$ cat src/rtl/follower_pkg.sv
// -----------------------------------------------------------------------------
// follower_pkg
// Shared definitions for the Follower's serial front ends.
//   bc_state_t  : barcode frame decoder state encoding
//   BC_BITS     : data bits per barcode frame (MSB first)
//   BC_ID_MASK  : upper-bit mask; a frame is accepted only when these bits are 0
//   bc_id_ok()  : acceptance test for a fully shifted frame
// -----------------------------------------------------------------------------
package follower_pkg;

    typedef enum logic [2:0] {
        IDLE      = 3'd0,
        START     = 3'd1,
        WAIT_FALL = 3'd2,
        BIT       = 3'd3,
        DONE      = 3'd4
    } bc_state_t;

    localparam int          BC_BITS    = 8;
    localparam logic [1:0]  BC_ID_MASK = 2'b11;

    // A frame carries a valid station ID only when its two top bits are clear.
    function automatic logic bc_id_ok(input logic [7:0] frame);
        return ((frame[7:6] & BC_ID_MASK) == 2'b00);
    endfunction

endpackage

$ cat src/rtl/bc_sync_edge.sv
// -----------------------------------------------------------------------------
// bc_sync_edge
// Two-flop synchronizer for an asynchronous, idle-high serial line followed by
// a one-flop delay used for edge detection. All flops reset to 1 so that the
// idle line never produces a spurious edge out of reset.
// Ports:
//   clk   in  : system clock
//   rst   in  : synchronous active-high reset
//   din   in  : raw asynchronous serial input
//   bc_s  out : synchronized line level
//   fall  out : one-cycle pulse on a synchronized high->low transition
//   rise  out : one-cycle pulse on a synchronized low->high transition
// -----------------------------------------------------------------------------
module bc_sync_edge (
    input  logic clk,
    input  logic rst,
    input  logic din,
    output logic bc_s,
    output logic fall,
    output logic rise
);

    logic bc_meta_r;
    logic bc_sync_r;
    logic bc_p_r;

    // Synchronizer chain plus previous-level flop for edge detection.
    always_ff @(posedge clk) begin
        if (rst) begin
            bc_meta_r <= 1'b1;
            bc_sync_r <= 1'b1;
            bc_p_r    <= 1'b1;
        end else begin
            bc_meta_r <= din;
            bc_sync_r <= bc_meta_r;
            bc_p_r    <= bc_sync_r;
        end
    end

    assign bc_s = bc_sync_r;
    assign fall = bc_p_r & ~bc_sync_r;
    assign rise = ~bc_p_r & bc_sync_r;

endmodule

$ cat src/rtl/barcode_reader.sv
// -----------------------------------------------------------------------------
// barcode_reader
// Decodes the serial barcode line into an 8-bit station ID. The start-bit low
// time is measured and kept as the timing reference; each data bit is sampled
// that many cycles after its falling edge, which lands midway between the
// short (1) and long (0) low times. Frames with a non-zero upper two bits are
// dropped. ID_vld is sticky until clr_ID_vld; a simultaneous set wins.
// Ports:
//   clk         in  : system clock
//   rst         in  : synchronous active-high reset
//   BC          in  : raw asynchronous barcode line (idles high)
//   clr_ID_vld  in  : clears ID_vld
//   ID          out : last accepted station ID (registered)
//   ID_vld      out : sticky new-ID flag (registered)
// -----------------------------------------------------------------------------
module barcode_reader
    import follower_pkg::*;
#(
    parameter int CNT_W   = 22,
    parameter int MIN_REF = 4
) (
    input  logic       clk,
    input  logic       rst,
    input  logic       BC,
    input  logic       clr_ID_vld,
    output logic [7:0] ID,
    output logic       ID_vld
);

    localparam logic [CNT_W-1:0] CNT_MAX   = {CNT_W{1'b1}};
    localparam logic [CNT_W-1:0] CNT_ONE   = CNT_W'(1);
    localparam logic [CNT_W-1:0] MIN_REF_C = CNT_W'(MIN_REF);
    localparam logic [3:0]       BIT_LAST  = 4'(BC_BITS - 1);

    logic             bc_s;
    logic             bc_fall_s;
    logic             bc_rise_s;

    bc_state_t        state_r;
    logic [CNT_W-1:0] cnt_r;
    logic [CNT_W-1:0] ref_r;
    logic [3:0]       bit_cnt_r;
    logic [7:0]       shift_r;
    logic [7:0]       id_r;
    logic             id_vld_r;

    bc_sync_edge u_bc_sync (
        .clk  (clk),
        .rst  (rst),
        .din  (BC),
        .bc_s (bc_s),
        .fall (bc_fall_s),
        .rise (bc_rise_s)
    );

    // Frame decoder FSM with its counters, shift register and output registers.
    always_ff @(posedge clk) begin
        if (rst) begin
            state_r   <= IDLE;
            cnt_r     <= {CNT_W{1'b0}};
            ref_r     <= {CNT_W{1'b0}};
            bit_cnt_r <= 4'd0;
            shift_r   <= 8'h00;
            id_r      <= 8'h00;
            id_vld_r  <= 1'b0;
        end else begin
            // Clear first so that an acceptance in DONE below overrides it.
            if (clr_ID_vld) begin
                id_vld_r <= 1'b0;
            end

            case (state_r)
                IDLE: begin
                    cnt_r     <= {CNT_W{1'b0}};
                    bit_cnt_r <= 4'd0;
                    if (bc_fall_s) begin
                        state_r <= START;
                    end
                end

                START: begin
                    if (bc_rise_s) begin
                        // Too-short lows are treated as line glitches.
                        if (cnt_r >= MIN_REF_C) begin
                            ref_r   <= cnt_r;
                            state_r <= WAIT_FALL;
                        end else begin
                            state_r <= IDLE;
                        end
                    end else if (cnt_r == CNT_MAX) begin
                        state_r <= IDLE;
                    end else if (!bc_s) begin
                        cnt_r <= cnt_r + CNT_ONE;
                    end
                end

                WAIT_FALL: begin
                    if (bc_fall_s) begin
                        cnt_r   <= {CNT_W{1'b0}};
                        state_r <= BIT;
                    end else if (cnt_r == CNT_MAX) begin
                        state_r <= IDLE;
                    end else begin
                        cnt_r <= cnt_r + CNT_ONE;
                    end
                end

                BIT: begin
                    // cnt never passes ref here, and ref is below CNT_MAX,
                    // so this increment cannot wrap.
                    cnt_r <= cnt_r + CNT_ONE;
                    if (cnt_r == ref_r) begin
                        shift_r   <= {shift_r[6:0], bc_s};
                        bit_cnt_r <= bit_cnt_r + 4'd1;
                        if (bit_cnt_r == BIT_LAST) begin
                            state_r <= DONE;
                        end else begin
                            state_r <= WAIT_FALL;
                        end
                    end
                end

                DONE: begin
                    if (bc_id_ok(shift_r)) begin
                        id_r     <= shift_r;
                        id_vld_r <= 1'b1;
                    end
                    state_r <= IDLE;
                end

                default: begin
                    state_r <= IDLE;
                end
            endcase
        end
    end

    assign ID     = id_r;
    assign ID_vld = id_vld_r;

endmodule

$ cat config.mk
export PLATFORM = sky130hd
export DESIGN_NAME = barcode_reader
export DESIGN_NICKNAME = d
export VERILOG_FILES = /design/src/rtl/follower_pkg.sv /design/src/rtl/bc_sync_edge.sv /design/src/rtl/barcode_reader.sv
export SDC_FILE = /design/constraint.sdc
export NUM_CORES = 1
export LEC_CHECK = 0
export ABC_CLOCK_PERIOD_IN_PS = 3740
export BUFFER_PORTS_ARGS = -buffer_cell sky130_fd_sc_hd__buf_2
export CAP_MARGIN = 20
export CORE_ASPECT_RATIO = 0.6
export CORE_MARGIN = 5
export CORE_UTILIZATION = 45
export DETAILED_ROUTE_END_ITERATION = 6
export PLACE_DENSITY = 0.61
export SYNTH_ARGS = -nofsm -noshare
export SYNTH_HDL_FRONTEND = slang
export SYNTH_SLANG_ARGS = --single-unit
$ cat constraint.sdc
create_clock -name clk -period 3.74 [get_ports clk]
set_input_delay 0.374 -clock clk [delete_from_list [all_inputs] [get_ports clk]]
set_output_delay 0.374 -clock clk [all_outputs]
set_load 0.01 [all_outputs]
# After elaboration in Yosys (flattened, before gate mapping)

Cells that the tools add are included.

Register bits: 71
Input bits: 4
Output and inout bits: 9
Logic and storage cells: 59

Add/sub/neg operators: 2
Magnitude comparators: 1
Eq/ne operators: 13
Multiplexer cells: 19
Bitwise logic cells: 4
Reduce and logical (&&, ||, !) cells: 10

Operator list:

| operator                | number |
|---|---|
| $mux W22                | 5 |
| $pmux W22 S4            | 1 |
| $add A22 B1 Y22 const B | 1 |
| $eq A22 B22 Y1          | 1 |
| $eq A22 B22 Y1 const B  | 1 |
| $ge A22 B3 Y1 const B   | 1 |
| $mux W3                 | 6 |
| $pmux W3 S4             | 1 |
| $ne A2 B2 Y1 const B    | 5 |
| $pmux W4 S2             | 1 |
| $reduce_and A2 Y1       | 4 |
| $eq A3 B2 Y1 const B    | 2 |
| $reduce_and A5 Y1       | 1 |
| $add A4 B1 Y4 const B   | 1 |
| $eq A4 B3 Y1 const B    | 1 |
| $mux W4                 | 1 |
| $reduce_bool A4 Y1      | 1 |
| $eq A3 B1 Y1 const B    | 1 |
| $eq A3 B3 Y1 const B    | 1 |
| $logic_not A3 Y1        | 1 |
| $mux W1                 | 3 |
| $ne A3 B3 Y1 const B    | 1 |
| $reduce_and A3 Y1       | 1 |
| $and A1 B1 Y1           | 2 |
| 4 further kinds         | 5 |

# Longest topological paths before layout

Gate-level depths: netlist of run 1.

Depth after elaboration: 5
Gate-level depth with buffers: 8
Mapped depth without buffers: 6

# Cells and area by module

A second synthesis of run 1 with hierarchy kept.

Cell total of the unflattened synthesis: 387
Area, all modules: 3450.8 µm²

Modules (own cells, without submodules):

| module         | instances | cells an instance | area an instance (µm²) | sequential area each (µm²) |
|---|---|---|---|---|
| barcode_reader | 1         | 379               | 3358.2                 | 1361.3 |
| bc_sync_edge   | 1         | 8                 | 92.6                   | 60.1 |

# Worst setup path before layout of run 1

No wires, ideal clock.

Path type: reg-to-reg
From: reg cnt_r[1]
To: reg cnt_r[0]
Library setup time: 128 ps
Data arrival time: 1891 ps
Required time: 3612 ps
Path slack: 1722 ps
Cell stages (with the launch flop): 9
Buffers on the path: 2
Clock period less this slack: 2018 ps
Path through: dfxtp_1 ha_1 and4_1 nand4_1 o31ai_2 buf_2 buf_2 xnor2_1 nor2_1

Word-level cells in the longest chain between the ends: 3
Elaborated cells between the ends (all ways): 4
Classes of those cells: 3 x eq/ne; 1 x reduce/logical

RTL lines:

| item                                                   | line                                        | text |
|---|---|---|
| start, declared                                        | barcode_reader.sv:40                        | `logic [CNT_W-1:0] cnt_r;` |
| start signal, assigned                                 | barcode_reader.sv:60                        | `cnt_r <= {CNT_W{1'b0}};` |
| start signal, assigned                                 | barcode_reader.sv:74                        | `cnt_r <= {CNT_W{1'b0}};` |
| start signal, assigned                                 | barcode_reader.sv:93                        | `cnt_r <= cnt_r + CNT_ONE;` |
| $eq A22 B22 Y1 *                                       | barcode_reader.sv:90, barcode_reader.sv:101 |  |
| $ne A3 B3 Y1 (no line) or $ne A2 B2 Y1 (tied branches) | --                                          |  |
| $reduce_and A5 Y1 (no line) *                          | --                                          |  |

Every way passes the cells marked *; elsewhere a longest branch is shown, timed or not.
A chain may end at the register's enable or synchronous reset.

# Worst setup path in the final report of run 1

From: reg cnt_r[1]
To: reg cnt_r[9]

Word-level cells in the longest chain between the ends: 5
Elaborated cells between the ends (all ways): 11
Classes of those cells: 1 x add/sub; 3 x eq/ne; 6 x mux; 1 x reduce/logical

RTL lines:

| item            | line                                                               | text |
|---|---|---|
| $add A22 B1 Y22 | barcode_reader.sv:93, barcode_reader.sv:104, barcode_reader.sv:111 |  |
| $mux W22        | barcode_reader.sv:92                                               | `end else if (!bc_s) begin` |
| $mux W22        | barcode_reader.sv:90                                               | `end else if (cnt_r == CNT_MAX) begin` |
| $mux W22        | barcode_reader.sv:82                                               | `if (bc_rise_s) begin` |
| $pmux W22 S4    | barcode_reader.sv:72                                               | `case (state_r)` |

Parallel ways exist; a longest one is shown, timed or not. The select of a mux whose other input is x is not followed.

==> impl_metrics.json, run 1 <==
{
  "cts.repair.resized": 0,
  "critical_path.slowest_cell": "o31ai_2",
  "finalHoldViolations": 0,
  "crit_path_max_fanout": 16,
  "p_per_area_mw_per_mm2": 408,
  "leakage_uw": 0.00154,
  "hpwl_um": 5260,
  "cp.required_ns": 4.00,
  "finalCritPeriodShare_pct": 65.8,
  "cts_buffers": 9,
  "syn_inst": 379,
  "cts_hold_buf": 0,
  "drv_cap": 0,
  "clkTransAtPathRegs_ns": 0.05,
  "drive_above_1_share_pct": 11.8,
  "maxUsedRoutingLayer": "met4",
  "area_delta_synth_final_pct": 9.04,
  "max_stage_delay_ns": 0.82,
  "route.detailed.drc": 0,
  "coreArea_mm2": 0.00739,
  "wl_met3_um": 501,
  "maxSlewViolCount": 0,
  "synth_cell_type_count": 43,
  "grt_use_total_pct": 16.5,
  "clockBufferDepth": 2,
  "netlist_area_mm2": 0.00347,
  "synth_flop_cell": "dfxtp_1",
  "yosys_warnings": 0,
  "fin_nets": 383,
  "grt_max_degree": 54,
  "crit_path_end_kind": "flop",
  "rows": 24,
  "path_cells": "ha_1 > and4_1 > nand4_1 > o31ai_2 > o21ai_0 > a21oi_1",
  "antenna_found_initial": 0,
  "cts_tree": "built",
  "finalWirelength_um": 7360,
  "wl_per_cell_um": 15.2,
  "ir_drop_uv": 237,
  "post_cts_buffers": 0,
  "skew_ns": 0.00537,
  "grt.overflow.total": 0,
  "hold_class": "primary input to flop",
  "grt_pass1_vias": 2342,
  "drt_iter0_drc": 271,
  "clock_latency_ns": 0.33,
  "synth_nets": 386,
  "place_congestion": 0.838,
  "max_freq_mhz": 406,
  "critPathTopFamily": "compound AO/OA/AOI/OAI gates",
  "slew_headroom_pct": 37.1,
  "crit_buf_inv": 0,
  "synth_edf_count": 0,
  "vias": 2682,
  "grt_pass1_wl_um": 12200,
  "avgSynthCellArea_um2": 9.17,
  "final.min_clock_period_ns": 2.46,
  "die_area_mm2": 0.00964,
  "via_per_inst": 5.54,
  "clock_sinks": 71,
  "cts.root.buffer_cell": "clkbuf_16",
  "fin_area_mm2": 0.00379,
  "crit_type": "flop to flop",
  "io_pins": 13,
  "die_y_um": 78.1,
  "ys_seq_area_share_pct": 40.9,
  "async_flop_share_pct": 0,
  "setup_viol": 0,
  "num_antenna_cells": 0,
  "htreeDepth": 3,
  "dieWidth_um": 123,
  "met2_length_um": 2860,
  "ant_nets": 0,
  "io_buffers": 12,
  "start_util_pct": 47.0,
  "rsz0062_at_grt": "false",
  "cp-start-kind": "flop",
  "synth_seq_cells": 71,
  "placed_area_mm2": 0.00353,
  "finalSetupTns_ns": 0,
  "dr.pass1.iters": 4,
  "status": "complete, no violations",
  "tightestPinTransition_ns": 0.938,
  "timing.critical_path.arrival_ns": 2.72,
  "drt-met1-wl_um": 3960
}
==> cells in the final DEF (no fill, tap or decap), types with 9 or more instances in the layout <==
cell type  instances
nor2_1            38
o21ai_0           14
nand2_1           21
nand2b_1          12
mux2i_1           38
a21oi_1           23
xor2_1            16
clkbuf_16          9
nand3_1           11
o31ai_1            9
dfxtp_1           71
or4_1             10
buf_2             12
==> Yosys cell counts (4+ instances only) <==
cell      instances  area share (%)
buf_2            15             2.2
nor2_1           38             4.1
nand2_1          21             2.3
xor2_1           16             4.0
mux2i_1          38              11
inv_1             7            0.76
o31ai_1           9             1.9
nand2b_1         12             2.2
or4_1            10             2.2
dfxtp_1          71              41
nand4_1           7             1.3
a21oi_1          23             3.3
clkbuf_1          9            0.97
nor4_1            8             1.4
xnor2_1           8             2.0
o211ai_1          4            0.86
or2_2             7             1.3
nand3_1          11             1.6
or3_1             7             1.3
buf_6             4             1.3
and3_1            4            0.72
o21ai_0          14             2.0
==> routing by layer <==
| layer | up-vias | global-route usage, % |
|---|---|---|
| met3 | 4 | 6.11 |
| li1 | 1343 | - |
| met2 | 68 | 19.7 |
| met4 | 0 | 6.30 |
| met1 | 1267 | 26.0 |
| met5 | - | 0 |
==> stage by stage <==
| step | worst slack [ns] | cells | util, % | total power (uW) | hold slack [ns] |
|---|---|---|---|---|---|
| after floorplan | 1.72 | 379 | - | 802 | 0.389 |
| after global placement | 1.38 | 469 | 47.8 | 810 | 0.396 |
| after detailed placement | 1.31 | 469 | 47.8 | 811 | 0.397 |
| after CTS | 1.29 | 484 | 51.3 | 1570 | 0.224 |
| after global routing | 0.989 | 484 | 51.3 | 1600 | 0.238 |
| final | 1.28 | 484 | 51.3 | 1550 | 0.240 |
==> flip-flops by register name, summed over array words and instances, names as in the netlist <==
name                 cells
shift_r                  8
u_bc_sync.bc_p_r         1
state_r                  3
ID_vld                   1
bit_cnt_r                4
ref_r                   22
u_bc_sync.bc_meta_r      1
u_bc_sync.bc_s           1
cnt_r                   22
ID                       8
==> kinds of logic (layout without fill, tap and decap cells) <==
| family | after synthesis | count (layout) | share of synthesized area (%) |
|---|---|---|---|
| fa+ha+maj | 3 | 3 | 1.08 |
| simple gates | 148 | 148 | 25.0 |
| buf+inv | 35 | 36 | 5.19 |
| mux | 39 | 39 | 11.3 |
| xor+xnor | 24 | 24 | 6.05 |
| compound gates | 59 | 59 | 10.6 |
| flops | 71 | 71 | 40.9 |
==> final timing paths <==
check	start	end	slack, ns	cells past startpoint
worst max-delay path	cnt_r[1]	cnt_r[9]	1.28	6
worst min-delay path	BC	u_bc_sync.bc_meta_r	0.24	2
worst max register to register	cnt_r[1]	cnt_r[9]	1.28	6
worst min register to register	u_bc_sync.bc_meta_r	u_bc_sync.bc_s	0.41	1
==> layout make-up <==
cell class                 instances  area (um2)
fill                             712        3600
multi-input combinational        273        1880
sequential                        71        1420
clock buffer                      14         254
tap                              104         130
timing repair buffer              14        75.1
inverter                           7        26.3
clock inverter                     1        5.00
==> power by group <==
| group | leakage [uW] | internal, uW | switching (uW) | total, uW |
|---|---|---|---|---|
| registers | 0.000572 | 759 | 2.99 | 762 |
| clock network | 0.000127 | 462 | 290 | 752 |
| logic | 0.000844 | 10.0 | 22.4 | 32.5 |
No activity file was read; power rests on OpenSTA's default activity.
==> inputs of run 2 (changes only) <==
--- a/config.mk
+++ b/config.mk
@@ -5,14 +5,14 @@
 export SDC_FILE = /design/constraint.sdc
 export NUM_CORES = 1
 export LEC_CHECK = 0
-export ABC_CLOCK_PERIOD_IN_PS = 3740
+export ABC_CLOCK_PERIOD_IN_PS = 2100
 export BUFFER_PORTS_ARGS = -buffer_cell sky130_fd_sc_hd__buf_2
 export CAP_MARGIN = 20
 export CORE_ASPECT_RATIO = 0.6
 export CORE_MARGIN = 5
 export CORE_UTILIZATION = 45
 export DETAILED_ROUTE_END_ITERATION = 6
-export PLACE_DENSITY = 0.61
+export PLACE_DENSITY = 0.63
 export SYNTH_ARGS = -nofsm -noshare
 export SYNTH_HDL_FRONTEND = slang
 export SYNTH_SLANG_ARGS = --single-unit
==> constraint.sdc (replaced) <==
create_clock -name clk -period 2.1 [get_ports clk]
set_input_delay 0.21 -clock clk [delete_from_list [all_inputs] [get_ports clk]]
set_output_delay 0.21 -clock clk [all_outputs]
set_load 0.01 [all_outputs]
==> run 2 against run 1 <==
Against the previous run:
- total power is 91% higher
- global-route usage increased by 0.88 points
- register-to-register slack worse by 1.2 ns
- critical path depth grew 1
- clock power is 100% higher
- clock skew is 0.00084 ns higher
- first-iteration DRC count shrank 32%
- die area did not move
- non-clock buffer count rose by 32
- via count is 5.4% higher
- critical path type unchanged
- highest routed layer unchanged
==> impl_metrics.json, run 2 (synthesis gave the netlist of run 1 again) <==
{
  "instances_no_fill": 517,
  "slew_headroom_pct": 61.3,
  "io_buffers": 12,
  "drv_cap": 0,
  "antenna_found_initial": 0,
  "ir_drop_uv": 522,
  "top_regs": "cnt_r: 22 flops, ref_r: 22 flops",
  "final.min_clock_period_ns": 2.02,
  "final_common_cell": "dfxtp_1",
  "cts_tree": "built",
  "cts_hold_buf": 0,
  "pwr-share-clk_pct": 52.0,
  "dr.pass1.iters": 4,
  "timing.critical_path.arrival_ns": 2.28,
  "max_stage_delay_ns": 0.54,
  "num_antenna_cells": 0,
  "grt_pass1_vias": 2525,
  "cp-start-kind": "flop",
  "drive_above_1_share_pct": 21.3,
  "power_switching_share_pct": 22.2,
  "leakage_uw": 0.00173,
  "clockBufferDepth": 2,
  "path_cells": "ha_1 > and4_1 > nand4_1 > o31ai_2 > buf_6 > or4_2 > a21oi_1",
  "p_per_area_mw_per_mm2": 717,
  "drt_iter0_drc": 183,
  "crit_path_max_fanout": 24,
  "die_y_um": 78.1,
  "coreArea_mm2": 0.00739,
  "die_area_mm2": 0.00964,
  "crit_path_end_kind": "flop",
  "tightestPinTransition_ns": 0.578,
  "post-place-cells": 501,
  "start_util_pct": 47.0,
  "cts_buffers": 9,
  "io_pins": 13,
  "max_freq_mhz": 496,
  "via_per_inst": 5.47,
  "cp.required_ns": 2.36,
  "clkTransAtPathRegs_ns": 0.06,
  "skew_ns": 0.00622,
  "finalHoldViolations": 0,
  "finalCritPeriodShare_pct": 96.1,
  "route.detailed.drc": 0,
  "critPathTopFamily": "simple AND/OR/NAND/NOR gates",
  "grt_max_degree": 28,
  "post_cts_buffers": 0,
  "grt_pass1_wl_um": 13000,
  "rows": 24,
  "critical_path.slowest_cell": "or4_2",
  "pwr-share-comb_pct": 2.3,
  "hpwl_um": 5830,
  "layout_common_cells": "dfxtp_1 (66), mux2i_1 (38), nor2_1 (38), buf_4 (31), a21oi_1 (23)",
  "p_sw_uw": 657,
  "fin_ws_ns": 0.0822,
  "hold_class": "primary input to flop",
  "seq_power_share_pct": 45.8,
  "dieWidth_um": 123,
  "area_delta_synth_final_pct": 18.8,
  "status": "complete, no violations",
  "crit_type": "flop to flop",
  "maxSlewViolCount": 0,
  "finalWirelength_um": 7930,
  "place_congestion": 0.868,
  "clock_latency_ns": 0.34,
  "fin_nets": 415,
  "grt_use_total_pct": 17.4,
  "clock_sinks": 71,
  "crit_buf_inv": 1,
  "setup_viol": 0,
  "vias": 2826,
  "ant_nets": 0,
  "p_int_uw": 2310,
  "htreeDepth": 3,
  "grt.overflow.total": 0,
  "cts.root.buffer_cell": "clkbuf_16",
  "wl_per_cell_um": 15.3,
  "dp_slack_ns": 0.0599
}
-- run 2: cell types whose count changed in the layout (fill, tap and decap cells not counted), moves of 2 or more --
cell        delta
dfxtp_1        -5
dfxtp_2        +5
inv_6          +2
buf_12         +2
clkinvlp_4     +2
buf_4         +29
clkbuf_1       -4
clkinv_4       +2
-- run 2: path summary, 6_finish.rpt --
check,start,end,cells past startpoint,slack [ns]
min reg2reg,u_bc_sync.bc_meta_r,u_bc_sync.bc_s,1,0.41
max,cnt_r[0],cnt_r[12],7,0.08
min,BC,u_bc_sync.bc_meta_r,2,0.05
max reg2reg,cnt_r[0],cnt_r[12],7,0.08
-- run 2: routing by layer --
| metal | routed length, um | up-vias | track usage [%] |
|---|---|---|---|
| li1 | - | 1413 | - |
| met1 | 4300 | 1339 | 27.2 |
| met2 | 3130 | 65 | 22.2 |
| met3 | 410 | 9 | 5.75 |
| met4 | 89 | 0 | 4.75 |
| met5 | 0 | - | 0 |
-- run 2: layout make-up --
class / instances / area [um2]
repair buffers: 46 / 344
inverters: 7 / 26.3
flip-flops and latches: 71 / 1430
clock buffers: 9 / 225
multi-input cells: 273 / 1900
clock inverters: 7 / 80.1
fillers: 693 / 3260
well taps: 104 / 130
-- run 2: power by group through the flow --
stage                     clock [uW]  combinational [uW]  sequential, uW
after detailed placement           0                65.5            1380
final                           1540                66.8            1360
after global routing            1650                73.7            1360
after CTS                       1580                65.5            1350
after floorplan                    0                43.2            1380
after global placement             0                64.8            1380
-- run 2: timing repair --
action | in CTS | in global routing
setup endpoints to repair | 0 | 17
hold endpoints to repair | 0 | 0
resized for setup | 0 | 8
-- run 2: through the flow --
stage	power [uW]	hold slack, ns	TNS, ns	cell area (um2)	utilization (%)
final	2960	0.0522	0	4130	55.9
after detailed placement	1450	0.393	0	3790	51.4
after global routing	3080	0.0505	-0.0121	4130	55.9
after global placement	1450	0.391	0	3790	51.4
after CTS	3000	0.0386	0	4100	55.5
after floorplan	1430	0.314	0	3470	-
-- run 2: worst register-to-register path, delay by kind of cell, from the launching register on --
family | cells | cell delay (ns)
AND/OR/NAND/NOR | 3 | 0.96
AO/OA/AOI/OAI | 2 | 0.25
buffers and inverters | 1 | 0.17
adder cells (fa/ha/maj) | 1 | 0.22
flip-flops | 1 | 0.35
==> inputs of run 3 (changes only) <==
--- a/config.mk
+++ b/config.mk
@@ -8,11 +8,13 @@
 export ABC_CLOCK_PERIOD_IN_PS = 2100
 export BUFFER_PORTS_ARGS = -buffer_cell sky130_fd_sc_hd__buf_2
 export CAP_MARGIN = 20
+export CELL_PAD_IN_SITES_DETAIL_PLACEMENT = 0
+export CELL_PAD_IN_SITES_GLOBAL_PLACEMENT = 1
 export CORE_ASPECT_RATIO = 0.6
 export CORE_MARGIN = 5
-export CORE_UTILIZATION = 45
+export CORE_UTILIZATION = 43
 export DETAILED_ROUTE_END_ITERATION = 6
-export PLACE_DENSITY = 0.63
+export PLACE_DENSITY = 0.75
 export SYNTH_ARGS = -nofsm -noshare
 export SYNTH_HDL_FRONTEND = slang
 export SYNTH_SLANG_ARGS = --single-unit
==> run 3 against run 2 <==
Against the previous run:
- maximum frequency is 0.81% lower
- routed wire length grew 6.1%
- setup slack got worse by 0.016 ns
- combinational power up 5.5%
- sequential cell count unchanged
- clock power down 4%
- hold slack gained 0.015 ns
- count of clock-buffer cells in the layout grew 3
- final cell count up 0.19%
- first-iteration DRC count up 16%
- critical path type unchanged
- largest power group unchanged
==> impl_metrics.json, run 3 (synthesis gave the netlist of run 1 again) <==
{
  "grt_max_degree": 40,
  "num_antenna_cells": 0,
  "p_int_uw": 2320,
  "critPathTopFamily": "simple AND/OR/NAND/NOR gates",
  "whs_path_depth": 2,
  "whs_ns": 0.0673,
  "skew_ns": 0.00530,
  "clock_latency_ns": 0.33,
  "final.min_clock_period_ns": 2.03,
  "die_y_um": 79.6,
  "crit_path_max_fanout": 6,
  "crit_buf_inv": 1,
  "vias": 2796,
  "cp.required_ns": 2.35,
  "grt_use_total_pct": 17.8,
  "clock_sinks": 71,
  "ant_nets": 0,
  "max_freq_mhz": 492,
  "cts_tree": "built",
  "drive_above_1_share_pct": 20.5,
  "fillers": 756,
  "slew_headroom_pct": 66.2,
  "top_regs": "cnt_r: 22 flops, ref_r: 22 flops",
  "r2r_slack_ns": 0.07,
  "htreeDepth": 3,
  "start_util_pct": 44.1,
  "crit_type": "flop to flop",
  "pwr-share-comb_pct": 2.4,
  "dieWidth_um": 126,
  "dr.pass1.iters": 4,
  "p_total_uw": 2900,
  "finalWirelength_um": 8410,
  "hpwl_um": 6100,
  "utilization_pct": 52.0,
  "leakage_uw": 0.00173,
  "io_pins": 13,
  "seq_power_share_pct": 46.7,
  "fin_area_mm2": 0.00410,
  "critical_path.slowest_cell": "dfxtp_1",
  "final_common_cell": "dfxtp_1",
  "hp-start": "BC",
  "drv_cap": 0,
  "die_area_mm2": 0.0100,
  "ir_drop_uv": 422,
  "drt_iter0_drc": 213,
  "placed_area_mm2": 0.00376,
  "p_sw_uw": 581,
  "hold_class": "primary input to flop",
  "place_congestion": 0.859,
  "pwr-share-clk_pct": 50.9,
  "wl_per_cell_um": 16.2,
  "path_cells": "ha_1 > buf_4 > nand4_1 > nor4_4 > nand2_1 > or4_1 > a21oi_1",
  "timing.rr.start": "cnt_r[0]",
  "setup_viol": 0,
  "grt_pass1_vias": 2710,
  "cts_buffers": 9,
  "p_per_area_mw_per_mm2": 708,
  "grt.overflow.total": 0,
  "tightestPinTransition_ns": 0.506,
  "grt_pass1_wl_um": 14100,
  "io_buffers": 12,
  "finalSetupTns_ns": 0,
  "finalHoldViolations": 0,
  "crit_path_end_kind": "flop",
  "r2r_cells": 7,
  "coreArea_mm2": 0.00788,
  "rows": 25,
  "finalCritPeriodShare_pct": 96.9,
  "via_per_inst": 5.40,
  "area_delta_synth_final_pct": 17.9,
  "timing.critical_path.arrival_ns": 2.29,
  "status": "complete, no violations",
  "max_stage_delay_ns": 0.43,
  "antenna_found_initial": 0,
  "clockBufferDepth": 2,
  "cp-start-kind": "flop",
  "rr_endpoint": "cnt_r[20]",
  "fin_nets": 412,
  "route.detailed.drc": 0,
  "cts.root.buffer_cell": "clkbuf_16",
  "clkTransAtPathRegs_ns": 0.05,
  "min_to": "u_bc_sync.bc_meta_r",
  "power_switching_share_pct": 20.0,
  "cts_hold_buf": 0,
  "layout_common_cells": "dfxtp_1 (66), mux2i_1 (38), nor2_1 (38), buf_4 (29), a21oi_1 (22)",
  "maxSlewViolCount": 0
}
==> run 3: worst max path at each step <==
| stage | startpoint | end | slack (ns) | depth (start not counted) |
|---|---|---|---|---|
| floorplan | cnt_r[1] | cnt_r[0] | 0.08 | 8 |
| global placement | cnt_r[1] | cnt_r[18] | 0.07 | 7 |
| detailed placement | cnt_r[1] | cnt_r[20] | 0.009 | 7 |
| CTS | cnt_r[1] | cnt_r[17] | 0.005 | 6 |
| global route | cnt_r[0] | cnt_r[18] | -0.08 | 7 |
| finish | cnt_r[0] | cnt_r[20] | 0.07 | 7 |
==> run 3: timing repair <==
| action | in CTS | in global routing |
|---|---|---|
| buffers inserted | 0 | 1 |
| pin swaps | 0 | 2 |
| cloned | 0 | 0 |
| resized for setup | 1 | 9 |
| endpoints found under the setup margin | 1 | 19 |
==> run 3: per-layer routing <==
| metal | track usage, % | wire [um] |
|---|---|---|
| met1 | 26.3 | 4330 |
| met2 | 24.7 | 3530 |
| met3 | 5.21 | 507 |
| met4 | 5.14 | 45 |
| met5 | 0 | 0 |
==> run 3: final cells by class <==
cell class | count | area [um2] | share of cell area, %
clock buffers | 12 | 246 | 6.02
clock inverters | 4 | 45.0 | 1.10
inverters | 7 | 26.3 | 0.641
multi-input cells | 273 | 1910 | 46.6
flip-flops and latches | 71 | 1430 | 34.8
well taps | 108 | 135 | 3.30
repair buffers | 43 | 309 | 7.54
==> run 3: power by group through the flow <==
stage          logic, uW  clock network (uW)  registers (uW)
4_1_cts             69.8                1520            1360
6_report            70.5                1480            1360
3_3_place_gp        68.5                   0            1380
3_5_place_dp        69.4                   0            1380
2_1_floorplan       43.2                   0            1380
5_1_grt             77.0                1590            1360
==> run 3: metrics by stage <==
stage | std cells | setup WS, ns
after floorplan | 379 | 0.0818
after global placement | 501 | 0.0679
after detailed placement | 501 | 0.00893
after CTS | 517 | 0.00518
after global routing | 518 | -0.0759
final | 518 | 0.0657
